===== src/rtl/vend_pkg.sv =====
// Shared types, coin/product codes and value lookups
// for the vending transaction sequencer.
package vend_pkg;

  localparam int BAL_W = 8;

  typedef enum logic [1:0] {
    IDLE     = 2'd0,
    COLLECT  = 2'd1,
    DISPENSE = 2'd2,
    CHANGE   = 2'd3
  } state_t;

  localparam logic [2:0] COIN_5  = 3'b001;
  localparam logic [2:0] COIN_10 = 3'b010;
  localparam logic [2:0] COIN_25 = 3'b100;

  localparam logic [3:0] PROD_15 = 4'b0001;
  localparam logic [3:0] PROD_20 = 4'b0010;
  localparam logic [3:0] PROD_25 = 4'b0100;
  localparam logic [3:0] PROD_30 = 4'b1000;

  // Non one-hot codes map to 0.
  function automatic logic [BAL_W-1:0] coin_value(
    input logic [2:0] c
  );
    case (c)
      COIN_5:  return BAL_W'(5);
      COIN_10: return BAL_W'(10);
      COIN_25: return BAL_W'(25);
      default: return '0;
    endcase
  endfunction

  function automatic logic [BAL_W-1:0] product_price(
    input logic [3:0] p
  );
    case (p)
      PROD_15: return BAL_W'(15);
      PROD_20: return BAL_W'(20);
      PROD_25: return BAL_W'(25);
      PROD_30: return BAL_W'(30);
      default: return '0;
    endcase
  endfunction

endpackage


===== src/rtl/vend_edge_detect.sv =====
// Registers a level input; evt pulses one cycle when it goes
// from all-zero to any bit set. Ports: clk, rst_n, din -> evt, value.
module vend_edge_detect #(
  parameter int W = 1
) (
  input  logic         clk,
  input  logic         rst_n,
  input  logic [W-1:0] din,
  output logic         evt,
  output logic [W-1:0] value
);

  logic [W-1:0] prev;

  always_ff @(posedge clk or negedge rst_n) begin
    if (!rst_n) begin
      value <= '0;
      prev  <= '0;
    end else begin
      value <= din;
      prev  <= value;
    end
  end

  assign evt = (|value) && !(|prev);

endmodule


===== src/rtl/vend_controller.sv =====
// Vending transaction sequencer: button events in; balance, cost,
// dispense/change pulses, coin_reject and debug state out.
module vend_controller
  import vend_pkg::*;
#(
  parameter int TIMEOUT_TICKS = 10,
  parameter int CNT_W         = 8
) (
  input  logic             clk,
  input  logic             reset,
  input  logic             clk_en,
  input  logic [2:0]       coin,
  input  logic [3:0]       product,
  input  logic             cancel,
  output logic [BAL_W-1:0] balance,
  output logic [BAL_W-1:0] cost,
  output logic             dispense,
  output logic [BAL_W-1:0] change,
  output logic             change_valid,
  output logic             coin_reject,
  output logic [1:0]       state
);

  logic       coin_evt;
  logic [2:0] coin_q;
  logic       prod_evt;
  logic [3:0] prod_q;
  logic       cancel_evt;
  logic       cancel_unused;

  vend_edge_detect #(.W(3)) u_coin (
    .clk   (clk),
    .rst_n (reset),
    .din   (coin),
    .evt   (coin_evt),
    .value (coin_q)
  );

  vend_edge_detect #(.W(4)) u_prod (
    .clk   (clk),
    .rst_n (reset),
    .din   (product),
    .evt   (prod_evt),
    .value (prod_q)
  );

  vend_edge_detect #(.W(1)) u_cancel (
    .clk   (clk),
    .rst_n (reset),
    .din   (cancel),
    .evt   (cancel_evt),
    .value (cancel_unused)
  );

  state_t           st, st_n;
  logic [BAL_W-1:0] bal_n, cost_n, chg_n;
  logic [CNT_W-1:0] cnt, cnt_n;
  logic             rej_n;
  logic [BAL_W-1:0] cval, pval;
  logic             coin_ok, prod_ok;

  assign cval    = coin_value(coin_q);
  assign pval    = product_price(prod_q);
  assign coin_ok = coin_evt && (cval != '0);
  assign prod_ok = prod_evt && (pval != '0);

  always_ff @(posedge clk or negedge reset) begin
    if (!reset) begin
      st          <= IDLE;
      balance     <= '0;
      cost        <= '0;
      change      <= '0;
      cnt         <= '0;
      coin_reject <= 1'b0;
    end else begin
      st          <= st_n;
      balance     <= bal_n;
      cost        <= cost_n;
      change      <= chg_n;
      cnt         <= cnt_n;
      coin_reject <= rej_n;
    end
  end

  always_comb begin
    st_n   = st;
    bal_n  = balance;
    cost_n = cost;
    chg_n  = change;
    cnt_n  = cnt;
    rej_n  = 1'b0;
    case (st)
      IDLE: begin
        bal_n  = '0;
        cost_n = '0;
        chg_n  = '0;
        cnt_n  = '0;
        rej_n  = coin_evt;
        if (prod_ok) begin
          cost_n = pval;
          st_n   = COLLECT;
        end
      end
      COLLECT: begin
        if (cancel_evt) begin
          // A coin landing with cancel is refunded too.
          st_n  = CHANGE;
          chg_n = balance + (coin_ok ? cval : '0);
          rej_n = coin_evt && !coin_ok;
        end else if (cnt == CNT_W'(TIMEOUT_TICKS)) begin
          st_n  = CHANGE;
          chg_n = balance;
          rej_n = coin_evt;
        end else begin
          if (clk_en)
            cnt_n = cnt + CNT_W'(1);
          if (coin_ok) begin
            bal_n = balance + cval;
            cnt_n = '0;
          end else if (coin_evt) begin
            rej_n = 1'b1;
          end
          if (prod_ok && balance == '0)
            cost_n = pval;
          // Compare the registered balance, so payment
          // completes one cycle after the last coin lands.
          if (balance >= cost)
            st_n = DISPENSE;
        end
      end
      DISPENSE: begin
        chg_n = balance - cost;
        rej_n = coin_evt;
        st_n  = CHANGE;
      end
      CHANGE: begin
        bal_n  = '0;
        cost_n = '0;
        chg_n  = '0;
        cnt_n  = '0;
        rej_n  = coin_evt;
        st_n   = IDLE;
      end
      default: st_n = IDLE;
    endcase
  end

  assign dispense     = (st == DISPENSE);
  assign change_valid = (st == CHANGE);
  assign state        = st;

endmodule


===== config.mk =====
export PLATFORM = sky130hd
export DESIGN_NAME = vend_controller
export DESIGN_NICKNAME = d
export VERILOG_FILES = /design/src/rtl/vend_pkg.sv /design/src/rtl/vend_edge_detect.sv /design/src/rtl/vend_controller.sv
export SDC_FILE = /design/constraint.sdc
export NUM_CORES = 1
export LEC_CHECK = 0
export BUFFER_PORTS_ARGS = -buffer_cell sky130_fd_sc_hd__buf_2
export CORE_MARGIN = 2
export CORE_UTILIZATION = 55
export DETAILED_ROUTE_END_ITERATION = 12
export PLACE_DENSITY = 0.84
export SETUP_SLACK_MARGIN = 0.4
export SLEW_MARGIN = 20
export SYNTH_ARGS = -nofsm -noshare
export SYNTH_HDL_FRONTEND = slang
export SYNTH_SLANG_ARGS = --single-unit

===== constraint.sdc =====
create_clock -name clk -period 6.4 [get_ports clk]
set_input_delay 0.96 -clock clk [delete_from_list [all_inputs] [get_ports clk]]
set_output_delay 0.96 -clock clk [all_outputs]
set_load 0.05 [all_outputs]

==> run_results.csv <==
group,metric,value,unit
routing,final_antenna_net_count,0,
floorplan,fp.dieW,80.5,um
worst_setup_path,cp_common_cell,"nor2_1",
clocking,path_clk_slew,0.09,ns
worst_setup_path,worstPathMaxFanout,13,
floorplan,die_y,80.5,um
synthesis,synth_largest_area_cell,"dfrtp_1",
pwr,power_density,410,nW/um^2
routing,totalWireLength,7080,um
global_route,top_usage_layer,"met2",
worst_setup_path,endpoint_kind,"flop",
synthesis,async_reset_ff_share,100,%
pwr,p_sw_share,48.5,%
layout,drive_above_1_share,17.2,%
pwr,switchingPower,700,uW
layout,nFillCells,466,
clocking,cts_hold_buf,0,
floorplan,num_io_pins,40,
timing,finalCritPeriodShare,44.6,%
synthesis,synthMuxAreaShare,2.76,%
floorplan,start_util,57.7,%
timing,slew_headroom,46.1,%
synthesis,yosys.area_share.simple,18.0,%
synthesis,synth_xor_area_share,2.72,%
worst_setup_path,cp_cell_sequence,"inv_1 > ha_1 > nor2_1 > or2_2 > o22ai_1 > nor2_1 > mux2_2",
timing,rsz0062_at_grt,"false",
pwr,pwr-share-clk,15.2,%
worst_setup_path,cp_num_buf_inv,1,
global_route,grt_use_met3,4.38,%
layout,multi_input_area,1850,sq um
worst_setup_path,crit_family,"simple AND/OR/NAND/NOR gates",
timing,skew,0.0126,ns
worst_setup_path,slowest_delay,0.64,ns
global_route,antenna_found_initial,0,
clocking,cts_tree,"yes",
synthesis,synth_compound_area_share,22.9,%
worst_hold_path,hp-class,"flop to flop",
global_route,met2_usage,38.0,%
run_status,run_status,"completed",
placement,placed_cells,442,
layout,layout.cells.non_filler,450,
global_route,grt_max_degree,49,
global_route,first_global_vias,2614,
timing,fin_tns_setup,0,ns
routing,dr.pass1.iters,5,
global_route,use_met1,31.3,%
pwr,p_comb_share,56.0,%
placement,dp_slack,3.60,ns
clocking,cts.htree.levels,2,
synthesis,synthCells,351,
synthesis,synth_top_family_by_area,"compound AO/OA/AOI/OAI gates",
clocking,cts_root_buf,"clkbuf_8",
placement,gp_congestion,0.863,
flow_run,cap_violations,0,
worst_setup_path,start_kind,"flop",
clocking,clockBufferDepth,2,
timing,min_period,2.86,ns
timing,maxSlewViolCount,0,
timing,worst_pin_slew,0.807,ns
synthesis,yosysTopAreaCellShare,37.3,%
pwr,p_seq_share,28.8,%
floorplan,rows,27,
clocking,cts_resized,0,
synthesis,yosys_warnings,0,
synthesis,synth_flop_cell,"dfrtp_1",
synthesis,synth_seq_cells,48,
worst_setup_path,crit_path_top_delay_cell,"o22ai_1",
layout,area_growth,9.25,%
clocking,cts_setup_buffers,0,
worst_hold_path,hp-start,"u_cancel.value$_DFF_PN0_",
routing,vias_per_cell,5.97,
global_route,grt_pass1_wl,11900,um
timing,finalHoldViolations,0,
worst_setup_path,critPathArrivalTime,3.04,ns
layout,diodes,0,
clocking,numClockSinks,48,
synthesis,synthesis.area,3220,sq um
placement,hpwlAfterDp,5330,um
worst_setup_path,worstSetupStartpoint,"state[0]$_DFFE_PN0P_",
synthesis,synth-edff-count,0,
pwr,peakVddDrop,242,uV
synthesis,seq_area_frac_synth,37.3,%
synthesis,netlist_top_cells_area,"dfrtp_1 (37%), ha_1 (8.9%), o21ai_0 (4.4%)",
layout,register_area,1200,sq um
worst_setup_path,worstReg2RegStart,"state[0]$_DFFE_PN0P_",
worst_setup_path,cp.required,6.59,ns
pwr,p_leak,0.00163,uW
clocking,cts_buffers,5,
routing,wl_per_cell,15.7,um
pwr,intPower,743,uW
global_route,track_usage,23.4,%
worst_setup_path,path_class,"flop to flop",
routing,vias,2688,
synthesis,synth_cell_types,63,
timing,finalSetupViolCount,0,
synthesis,synth_adder_area_share,10.8,%
layout,final_nets,414,
pwr,total_power,1440,uW
placement,portBuffers,36,
timing,fmax,350,MHz
global_route,grt.overflow.total,0,
floorplan,core-area,5570,sq um
timing,setup_ws,3.54,ns
clocking,clk_latency,0.30,ns
synthesis,postSynthAreaPerCell,9.17,sq um
routing,drtIter0Drc,209,
floorplan,die_area,6480,sq um
routing,drc,0,
kinds of logic (layout without fill, tap and decap cells):
kind of cell,count (synthesis),count (layout)
AOI/OAI and AO/OA,107,107
xor gates and xnor gates,10,10
adders and majority gates,26,26
buffers and inverters,39,64
DFF,48,48
muxes,8,8
other,1,3
and+or+nand+nor,112,112
placed cells by master (no fill, tap or decap), types with 3 or more instances in the layout:
cell type / instances
buf_2: 36
nor2b_1: 5
dfrtp_1: 48
a211oi_1: 9
nor2_1: 28
fa_1: 3
nor4_1: 4
a211o_1: 3
o31a_1: 3
ha_1: 23
conb_1: 3
o211ai_1: 5
nand3_1: 4
o21a_1: 6
a21o_1: 7
clkbuf_8: 5
a21oi_1: 17
a31oi_1: 3
xor2_1: 5
inv_1: 19
or4_1: 3
o31ai_1: 4
nor3_1: 13
o21ai_0: 28
a22o_1: 3
xnor2_1: 5
and2_1: 4
mux2_2: 7
nand2_1: 32
final timing paths:
path / end / slack (ns) / depth (start not counted)
min reg2reg: u_cancel.prev$_DFF_PN0_ / 0.41 / 0
min: u_cancel.prev$_DFF_PN0_ / 0.41 / 0
max reg2reg: cnt[0]$_DFFE_PN0P_ / 3.54 / 7
min in group asynchronous: change[0]$_DFFE_PN0P_ / 0.73 / 2
max: cnt[0]$_DFFE_PN0P_ / 3.54 / 7
max in group asynchronous: u_coin.value[1]$_DFF_PN0_ / 5.23 / 2
layout make-up:
class	instances	share of cell area (%)
flip-flops and latches	48	34.2
inverters	19	2.03
multi-input cells	266	52.7
clock inverters	3	1.21
well taps	72	2.56
repair buffers	37	5.34
clock buffers	5	1.96
flip-flops by register name (all words and copies together) (netlist names):
register,flops
u_coin.prev,3
balance,8
change,8
u_prod.value,4
u_prod.prev,4
state,2
u_coin.value,3
coin_reject,1
cost,5
cnt,8
u_cancel.prev,1
u_cancel.value,1
power by group through the flow:
stage	combinational [uW]	clock, uW	sequential, uW
2_1_floorplan	524	0	534
3_3_place_gp	780	0	417
3_5_place_dp	799	0	421
4_1_cts	802	225	415
5_1_grt	888	233	423
6_report	808	219	415
worst register-to-register path, stage by stage, from the launching register on:
cell and delay (ns):
dfrtp_1 0.45, inv_1 0.13, ha_1 0.53, nor2_1 0.19, or2_2 0.33, o22ai_1 0.64
nor2_1 0.18, mux2_2 0.30
cell usage after synthesis (all sizes together) (5+ instances only):
cell type   n
a21o        7
nor2       28
nor3       13
o21ai      28
xnor2       5
ha         23
o211ai      5
mux2        7
a21oi      18
o21a        6
nor2b       5
nand2      32
clkbuf      9
a211oi     10
dfrtp      48
inv        19
buf        11
xor2        5
routing by layer:
| metal | up-vias | wire [um] |
|---|---|---|
| li1 | 1318 | - |
| met2 | 70 | 3440 |
| met5 | - | 0 |
| met3 | 13 | 277 |
| met1 | 1287 | 3240 |
| met4 | 0 | 129 |
metrics by stage:
stage / utilization (%) / hold slack [ns] / area (sq um)
global placement: 61.1 / 0.382 / 3400
global route: 63.1 / 0.445 / 3520
floorplan: - / 0.349 / 3230
detailed placement: 61.1 / 0.387 / 3400
CTS: 63.1 / 0.420 / 3520
finish: 63.1 / 0.413 / 3520
Power figures use the tool's default switching activity.
